===== config.mk =====
export PLATFORM = sky130hd
export DESIGN_NAME = seq_control
export DESIGN_NICKNAME = d
export VERILOG_FILES = /design/src/rtl/ca_isa_pkg.sv /design/src/rtl/seq_pkg.sv /design/src/rtl/seq_call_stack.sv /design/src/rtl/seq_control.sv
export SDC_FILE = /design/constraint.sdc
export NUM_CORES = 1
export LEC_CHECK = 0
export ABC_AREA = 1
export CAP_MARGIN = 0
export CORE_ASPECT_RATIO = 1.75
export CORE_MARGIN = 1
export CORE_UTILIZATION = 50
export CTS_CLUSTER_DIAMETER = 40
export DETAILED_ROUTE_END_ITERATION = 8
export PLACE_DENSITY = 0.67
export SLEW_MARGIN = 10
export SYNTH_ARGS = -nofsm -noshare
export SYNTH_HDL_FRONTEND = slang
export SYNTH_SLANG_ARGS = --single-unit

===== constraint.sdc =====
create_clock -name clk -period 3.26 [get_ports clk]
set_input_delay 0.489 -clock clk [delete_from_list [all_inputs] [get_ports clk]]
set_output_delay 0.489 -clock clk [all_outputs]
set_load 0.1 [all_outputs]

===== src/rtl/ca_isa_pkg.sv =====
// Shared ISA constants for the cellular-automaton processor core.
// Opcodes occupy instruction[15:12]; every unlisted encoding behaves as a sequential fetch.
package ca_isa_pkg;

    typedef logic [3:0] opcode_t;

    localparam opcode_t OP_NOP  = 4'h0;
    localparam opcode_t OP_JUMP = 4'h1;
    localparam opcode_t OP_UNL  = 4'h2;
    localparam opcode_t OP_CALL = 4'h3;
    localparam opcode_t OP_RET  = 4'h4;
    localparam opcode_t OP_HALT = 4'h5;
    localparam opcode_t OP_LDC  = 4'h6;
    localparam opcode_t OP_DBNZ = 4'h7;

endpackage


===== src/rtl/seq_pkg.sv =====
// Sequencer-local types: run/halt state and the stack fault code reported on halt.
package seq_pkg;

    typedef enum logic {
        RUN  = 1'b0,
        HALT = 1'b1
    } seq_state_e;

    typedef enum logic [1:0] {
        FC_NONE = 2'd0,
        FC_OVF  = 2'd1,
        FC_UNF  = 2'd2
    } fault_code_e;

    function automatic logic [3:0] get_opcode(input logic [15:0] instr);
        return instr[15:12];
    endfunction

endpackage


===== src/rtl/seq_call_stack.sv =====
// Return-address LIFO for the sequencer: push/pop with full/empty flags and a read port at SP-1.
// The pointer counts entries (0..DEPTH); entry storage is deliberately not reset.
module seq_call_stack #(
    parameter int ADDR_W = 12,
    parameter int DEPTH  = 32,
    parameter int SP_W   = $clog2(DEPTH) + 1
) (
    input  logic              clk,
    input  logic              rst,
    input  logic              push_i,
    input  logic              pop_i,
    input  logic [ADDR_W-1:0] push_data_i,
    output logic [SP_W-1:0]   sp_next_o,
    output logic              full_o,
    output logic              empty_o,
    output logic [ADDR_W-1:0] top_o
);

    localparam int IDX_W = $clog2(DEPTH);

    logic [ADDR_W-1:0] mem_q [DEPTH];
    logic [SP_W-1:0]   sp_q;
    logic [SP_W-1:0]   sp_d;
    logic [IDX_W-1:0]  wr_idx;
    logic [IDX_W-1:0]  rd_idx;
    logic              do_push;
    logic              do_pop;

    assign full_o  = (sp_q == SP_W'(DEPTH));
    assign empty_o = (sp_q == '0);
    assign do_push = push_i && !full_o;
    assign do_pop  = pop_i && !empty_o && !push_i;

    // DEPTH is a power of two, so the low pointer bits index the array and SP-1 wraps correctly when full.
    assign wr_idx = sp_q[IDX_W-1:0];
    assign rd_idx = wr_idx - IDX_W'(1);

    always_comb begin
        sp_d = sp_q;
        if (do_push) begin
            sp_d = sp_q + SP_W'(1);
        end else if (do_pop) begin
            sp_d = sp_q - SP_W'(1);
        end
    end

    always_ff @(posedge clk) begin
        if (rst) begin
            sp_q <= '0;
        end else begin
            sp_q <= sp_d;
        end
    end

    always_ff @(posedge clk) begin
        if (do_push) begin
            mem_q[wr_idx] <= push_data_i;
        end
    end

    assign top_o     = mem_q[rd_idx];
    assign sp_next_o = sp_d;

endmodule


===== src/rtl/seq_control.sv =====
// Program sequencer: decodes the opcode, produces the next PC, manages the call stack and halt/fault state.
// Optional hardware loop counter (LDC/DBNZ) is enabled by defining SEQ_CONTROL_LOOP_EN.
module seq_control
    import ca_isa_pkg::*;
    import seq_pkg::*;
#(
    parameter int ADDR_W      = 12,
    parameter int STACK_DEPTH = 32,
    parameter int PC_STEP     = 2,
    parameter int SP_W        = $clog2(STACK_DEPTH) + 1
) (
    input  logic              clk,
    input  logic              rst,
    input  logic [15:0]       instruction,
    input  logic              stall,
    input  logic              diverge_consensus,
    output logic [ADDR_W-1:0] program_counter,
    output logic [ADDR_W-1:0] next_program_counter,
    output logic [SP_W-1:0]   next_stack_pointer,
    output logic              halted,
    output logic              fault,
    output logic [1:0]        fault_code
);

    seq_state_e        state_q, state_d;
    fault_code_e       code_q, code_d;
    logic [ADDR_W-1:0] pc_q, pc_d;
    logic              fault_q, fault_d;
    logic [ADDR_W-1:0] pc_plus;
    logic [ADDR_W-1:0] jump_addr;
    logic [ADDR_W-1:0] imm_addr;
    logic [3:0]        opcode;
    logic              push;
    logic              pop;
    logic              stack_full;
    logic              stack_empty;
    logic [ADDR_W-1:0] stack_top;
`ifdef SEQ_CONTROL_LOOP_EN
    logic [ADDR_W-1:0] loop_q, loop_d;
`endif

    // Truncating additions give the modulo-2^ADDR_W wrap for both fetch and pushed return address.
    assign pc_plus   = pc_q + ADDR_W'(PC_STEP);
    assign jump_addr = ADDR_W'(instruction[11:0]);
    assign imm_addr  = ADDR_W'(instruction[7:0]);
    assign opcode    = get_opcode(instruction);

    seq_call_stack #(
        .ADDR_W (ADDR_W),
        .DEPTH  (STACK_DEPTH),
        .SP_W   (SP_W)
    ) u_stack (
        .clk         (clk),
        .rst         (rst),
        .push_i      (push),
        .pop_i       (pop),
        .push_data_i (pc_plus),
        .sp_next_o   (next_stack_pointer),
        .full_o      (stack_full),
        .empty_o     (stack_empty),
        .top_o       (stack_top)
    );

    // Stall and the HALT state both leave every default in place, so nothing moves and no fault is raised.
    always_comb begin
        state_d = state_q;
        pc_d    = pc_q;
        fault_d = fault_q;
        code_d  = code_q;
        push    = 1'b0;
        pop     = 1'b0;
`ifdef SEQ_CONTROL_LOOP_EN
        loop_d  = loop_q;
`endif
        if (state_q == RUN && !stall) begin
            case (opcode)
                OP_JUMP: pc_d = jump_addr;
                OP_UNL:  pc_d = diverge_consensus ? imm_addr : pc_plus;
                OP_CALL: begin
                    if (!stack_full) begin
                        push = 1'b1;
                        pc_d = jump_addr;
                    end else begin
                        state_d = HALT;
                        fault_d = 1'b1;
                        code_d  = FC_OVF;
                    end
                end
                OP_RET: begin
                    if (!stack_empty) begin
                        pop  = 1'b1;
                        pc_d = stack_top;
                    end else begin
                        state_d = HALT;
                        fault_d = 1'b1;
                        code_d  = FC_UNF;
                    end
                end
                OP_HALT: begin
                    state_d = HALT;
                    fault_d = 1'b0;
                    code_d  = FC_NONE;
                end
`ifdef SEQ_CONTROL_LOOP_EN
                OP_LDC: begin
                    loop_d = imm_addr;
                    pc_d   = pc_plus;
                end
                OP_DBNZ: begin
                    pc_d   = (loop_q > ADDR_W'(1)) ? imm_addr : pc_plus;
                    loop_d = (loop_q == '0) ? '0 : loop_q - ADDR_W'(1);
                end
`endif
                default: pc_d = pc_plus;
            endcase
        end
    end

    always_ff @(posedge clk) begin
        if (rst) begin
            state_q <= RUN;
            pc_q    <= '0;
            fault_q <= 1'b0;
            code_q  <= FC_NONE;
        end else begin
            state_q <= state_d;
            pc_q    <= pc_d;
            fault_q <= fault_d;
            code_q  <= code_d;
        end
    end

`ifdef SEQ_CONTROL_LOOP_EN
    always_ff @(posedge clk) begin
        if (rst) begin
            loop_q <= '0;
        end else begin
            loop_q <= loop_d;
        end
    end
`endif

    assign program_counter      = pc_q;
    assign next_program_counter = pc_d;
    assign halted               = (state_q == HALT);
    assign fault                = fault_q;
    assign fault_code           = code_q;

endmodule


==> impl_metrics.prom <==
# TYPE chip_impl_metric gauge
chip_impl_info{name="run_status",value="finished with violations"} 1
chip_impl_info{name="violations_in_the_final_reports",value="setup timing"} 1
chip_impl_metric{name="timing_worst_slew_pin_value",unit="ps"} 982
chip_impl_info{name="startpoint_of_the_worst_register_to_register_path",value="u_stack.sp_q[2]"} 1
chip_impl_metric{name="placementRows",unit=""} 90
chip_impl_info{name="tritoncts",value="yes"} 1
chip_impl_info{name="worst_min_delay_path_startpoint",value="fault_code[1]"} 1
chip_impl_metric{name="global_route_wire_length_before_repair",unit="um"} 72000
chip_impl_metric{name="first_pass_iters",unit=""} 8
chip_impl_metric{name="clock-skew-final",unit="ps"} 19.3
chip_impl_metric{name="fillers",unit=""} 2633
chip_impl_metric{name="floorplan.core_area",unit="sq um"} 34600
chip_impl_metric{name="synth-seq-cells",unit=""} 406
chip_impl_metric{name="synth_cell_types",unit=""} 40
chip_impl_metric{name="synthDominantCellAreaShare",unit=""} 0.656
chip_impl_metric{name="dp_slack",unit="ps"} 210
chip_impl_info{name="cts_root_buffer",value="clkbuf_16"} 1
chip_impl_metric{name="period_minus_slack",unit="ps"} 3270
chip_impl_metric{name="wl_per_cell",unit="um"} 22.6
chip_impl_metric{name="clock_sinks",unit=""} 406
chip_impl_metric{name="net-switching-power",unit="uW"} 2440
chip_impl_metric{name="final_core_util",unit=""} 0.621
chip_impl_info{name="min_path_type",value="reg -> reg"} 1
chip_impl_metric{name="grt_util_met2",unit=""} 0.483
chip_impl_metric{name="power_density",unit="nW/um^2"} 498
chip_impl_metric{name="critical_path.max_fanout",unit=""} 9
chip_impl_metric{name="hold_ws",unit="ps"} 499
chip_impl_info{name="setup.worst_path.start",value="u_stack.sp_q[0]"} 1
chip_impl_metric{name="worst_ep_required_time",unit="ps"} 2770
chip_impl_metric{name="postRouteWirelength",unit="um"} 49400
chip_impl_metric{name="gr-usage-met3",unit=""} 0.0314
chip_impl_metric{name="sum_of_internal_switching_and_leakage_power",unit="uW"} 10700
chip_impl_metric{name="clock_insertion_delay_worst_skew",unit="ps"} 540
chip_impl_metric{name="mappedNetlistNets",unit=""} 1629
chip_impl_metric{name="timing.final.max_slew_violations",unit=""} 0
chip_impl_metric{name="num_vias",unit=""} 12658
chip_impl_metric{name="register_area",unit="sq um"} 12000
chip_impl_metric{name="ys_async_sr_fraction",unit=""} 0
chip_impl_metric{name="max_freq",unit="MHz"} 305
chip_impl_metric{name="initial_utilization",unit=""} 0.509
chip_impl_metric{name="critical_path_arrival",unit="ps"} 2790
chip_impl_metric{name="ff2ff_setup_slack",unit="ps"} 700
chip_impl_metric{name="gp_routability_congestion",unit=""} 0.892
chip_impl_info{name="rr_endpoint",value="u_stack.mem_q[14][10]"} 1
chip_impl_metric{name="grt.overflow.total",unit=""} 0
chip_impl_metric{name="h_tree_depth",unit=""} 2
chip_impl_info{name="yosys-top-cells-area",value="edfxtp_1 66%, nand3_1 11%, nand2_1 10%, dfxtp_1 2.5%, buf_2 1.2%"} 1
chip_impl_metric{name="yosysWarnings",unit=""} 0
chip_impl_metric{name="first_iter_violations",unit=""} 1292
chip_impl_info{name="setup_repair_after_global_routing_missed_its_margin",value="true"} 1
chip_impl_metric{name="grt_use_met1",unit=""} 0.314
chip_impl_metric{name="nets",unit=""} 1730
chip_impl_metric{name="die_height",unit="um"} 250
chip_impl_info{name="critical_path.startpoint_type",value="flip-flop"} 1
chip_impl_metric{name="die_area",unit="sq um"} 35900
chip_impl_metric{name="leakage",unit="uW"} 0.00780
chip_impl_info{name="critPathCaptureType",value="primary output"} 1
chip_impl_metric{name="multi_input_comb_area",unit="sq um"} 5560
chip_impl_metric{name="setup_ws",unit="ps"} -14.0
chip_impl_metric{name="cap_violations",unit=""} 0
chip_impl_info{name="worstSetupPathType",value="reg -> out"} 1
chip_impl_metric{name="area_growth_syn_to_layout",unit="%"} 22.1
chip_impl_metric{name="post_synth_inst_count",unit=""} 1603
chip_impl_metric{name="post_route_cells_drive_above_1_share",unit=""} 0.205
chip_impl_info{name="global_routing_s_busiest_layer",value="met2"} 1
chip_impl_metric{name="max_slew_margin",unit=""} 0.343
chip_impl_metric{name="antenna_found_initial",unit=""} 0
chip_impl_metric{name="grt_start_max_net_pins",unit=""} 84
chip_impl_metric{name="drc",unit=""} 0
chip_impl_metric{name="drtAntennaViolNets",unit=""} 0
chip_impl_metric{name="ios",unit=""} 54
chip_impl_metric{name="diodes",unit=""} 0
chip_impl_info{name="post-synth-top-count-cell",value="nand2_1"} 1
chip_impl_metric{name="final_critical_path_share_of_the_clock_period",unit=""} 1.00
chip_impl_info{name="setup.worst_path.end",value="next_program_counter[7]"} 1
chip_impl_metric{name="sequentialPowerShare",unit=""} 0.535
chip_impl_metric{name="synth_sequential_area_ratio",unit=""} 0.681
chip_impl_metric{name="setup_violations",unit=""} 1
chip_impl_metric{name="syn_avg_cell_area",unit="sq um"} 11.0
chip_impl_metric{name="grt.total_usage",unit=""} 0.274
chip_impl_metric{name="power_switching_share",unit=""} 0.229
chip_impl_metric{name="clock_power_share",unit=""} 0.390
chip_impl_metric{name="cellInternalPower",unit="uW"} 8240
chip_impl_metric{name="i_o_buffers",unit=""} 53
chip_impl_metric{name="cts_buffer_depth",unit=""} 3
chip_impl_info{name="synth.cells.most_frequent",value="476 x nand2_1, 388 x nand3_1, 384 x edfxtp_1, 53 x inv_1, 51 x nor2_1"} 1
chip_impl_metric{name="vias_per_cell",unit=""} 5.79
chip_impl_metric{name="numCtsBuffers",unit=""} 37
chip_impl_metric{name="vdd.ir_drop.worst",unit="mV"} 0.479
chip_impl_metric{name="synth_area",unit="sq um"} 17600
chip_impl_metric{name="reg2reg_depth",unit=""} 11
chip_impl_metric{name="number_of_global_route_vias_before_repair",unit=""} 12345
chip_impl_info{name="yosysTopAreaCell",value="edfxtp_1"} 1
chip_impl_metric{name="place.detailed.hpwl",unit="um"} 28600
chip_impl_metric{name="comb_power_share",unit=""} 0.075
chip_impl_metric{name="die_width",unit="um"} 144
chip_impl_metric{name="hold_violations_final",unit=""} 0
chip_impl_info{name="synthFlopType",value="edfxtp_1"} 1
chip_impl_metric{name="clkTransAtPathRegs",unit="ps"} 70
chip_impl_metric{name="number_of_synthesized_flops_with_an_enable_pin",unit=""} 384
[worst min path at each step]
| stage | slack, ps | depth (start not counted) | end |
|---|---|---|---|
| 2_1_floorplan | 710 | 3 | fault |
| 3_3_place_gp | 490 | 2 | halted |
| 3_5_place_dp | 490 | 2 | fault_code[1] |
| 4_1_cts | 500 | 2 | fault_code[1] |
| 5_1_grt | 520 | 2 | fault_code[1] |
| 6_report | 500 | 2 | fault_code[1] |
[critical path, cell delays in order, from the launching register on]
cell and delay, ps:
dfxtp_4 400, inv_8 70, ha_4 290, inv_8 90, buf_12 160, buf_8 150, nand3_1 100, nand3_1 100
nand3_2 130, nand3_2 130, nand3_2 110, nand2_1 80, nand2_1 60, nand2_2 90, clkinvlp_4 100, buf_12 170
[final cells by class]
type | count | share of cell area
Sequential cell | 406 | 0.558
Multi-Input combinational cell | 1044 | 0.259
Timing Repair Buffer | 152 | 0.0906
Clock buffer | 45 | 0.0455
Tap cell | 460 | 0.0268
Inverter | 63 | 0.0128
Clock inverter | 16 | 0.00670
[what timing repair did]
item	CTS	global route
gates cloned	5	5
buffers inserted	4	0
endpoints found under the setup margin	12	12
hold buffers	0	0
resized for setup	116	60
pin swaps	25	11
[per-stage QoR]
step                      setup TNS, ps  std cells  area, sq um
after detailed placement              0       2111        19200
after global routing               -567       2186        21500
after CTS                          -129       2181        21100
final                             -14.0       2186        21500
after global placement                0       2111        19200
after floorplan                    -188       1603        17600
[power groups by stage]
| stage | combinational (uW) | clock (uW) | sequential (uW) |
|---|---|---|---|
| 2_1_floorplan | 374 | 0 | 5880 |
| 3_3_place_gp | 687 | 0 | 5830 |
| 3_5_place_dp | 695 | 0 | 5830 |
| 4_1_cts | 763 | 4210 | 5720 |
| 5_1_grt | 844 | 4360 | 5710 |
| 6_report | 805 | 4170 | 5720 |
[cells by family after synthesis]
group,share of synthesized area
adders and majority gates,0.00427
and+or+nand+nor,0.237
AOI/OAI and AO/OA,0.0273
buffers and inverters,0.0456
xor gates and xnor gates,0.00541
DFF,0.681
[flip-flops by register name (all words and copies together) (netlist names)]
signal,cells
u_stack.mem_q,384
program_counter,12
u_stack.sp_q,6
fault_code,2
fault,1
halted,1
[layout by cell type, fill, tap and decap left out, types with 9 or more instances in the layout]
| cell type | n |
|---|---|
| inv_1 | 48 |
| buf_4 | 70 |
| nand2_1 | 457 |
| nand2_2 | 22 |
| clkinv_1 | 9 |
| edfxtp_1 | 384 |
| nand3_4 | 17 |
| clkbuf_16 | 42 |
| nand3_2 | 95 |
| nor2_1 | 51 |
| nand3_1 | 279 |
| dfxtp_1 | 14 |
| buf_12 | 36 |
| o21ai_0 | 35 |
| a21oi_1 | 34 |
| clkdlybuf4s50_1 | 28 |
[metal layers]
metal  part of all wire  vias to the layer above
li1                   -                     5789
met1               0.35                     6147
met2               0.53                      567
met3              0.064                      155
met4              0.060                        0
met5                  0                        -
Note: power is estimated with default switching activity, not from simulation.
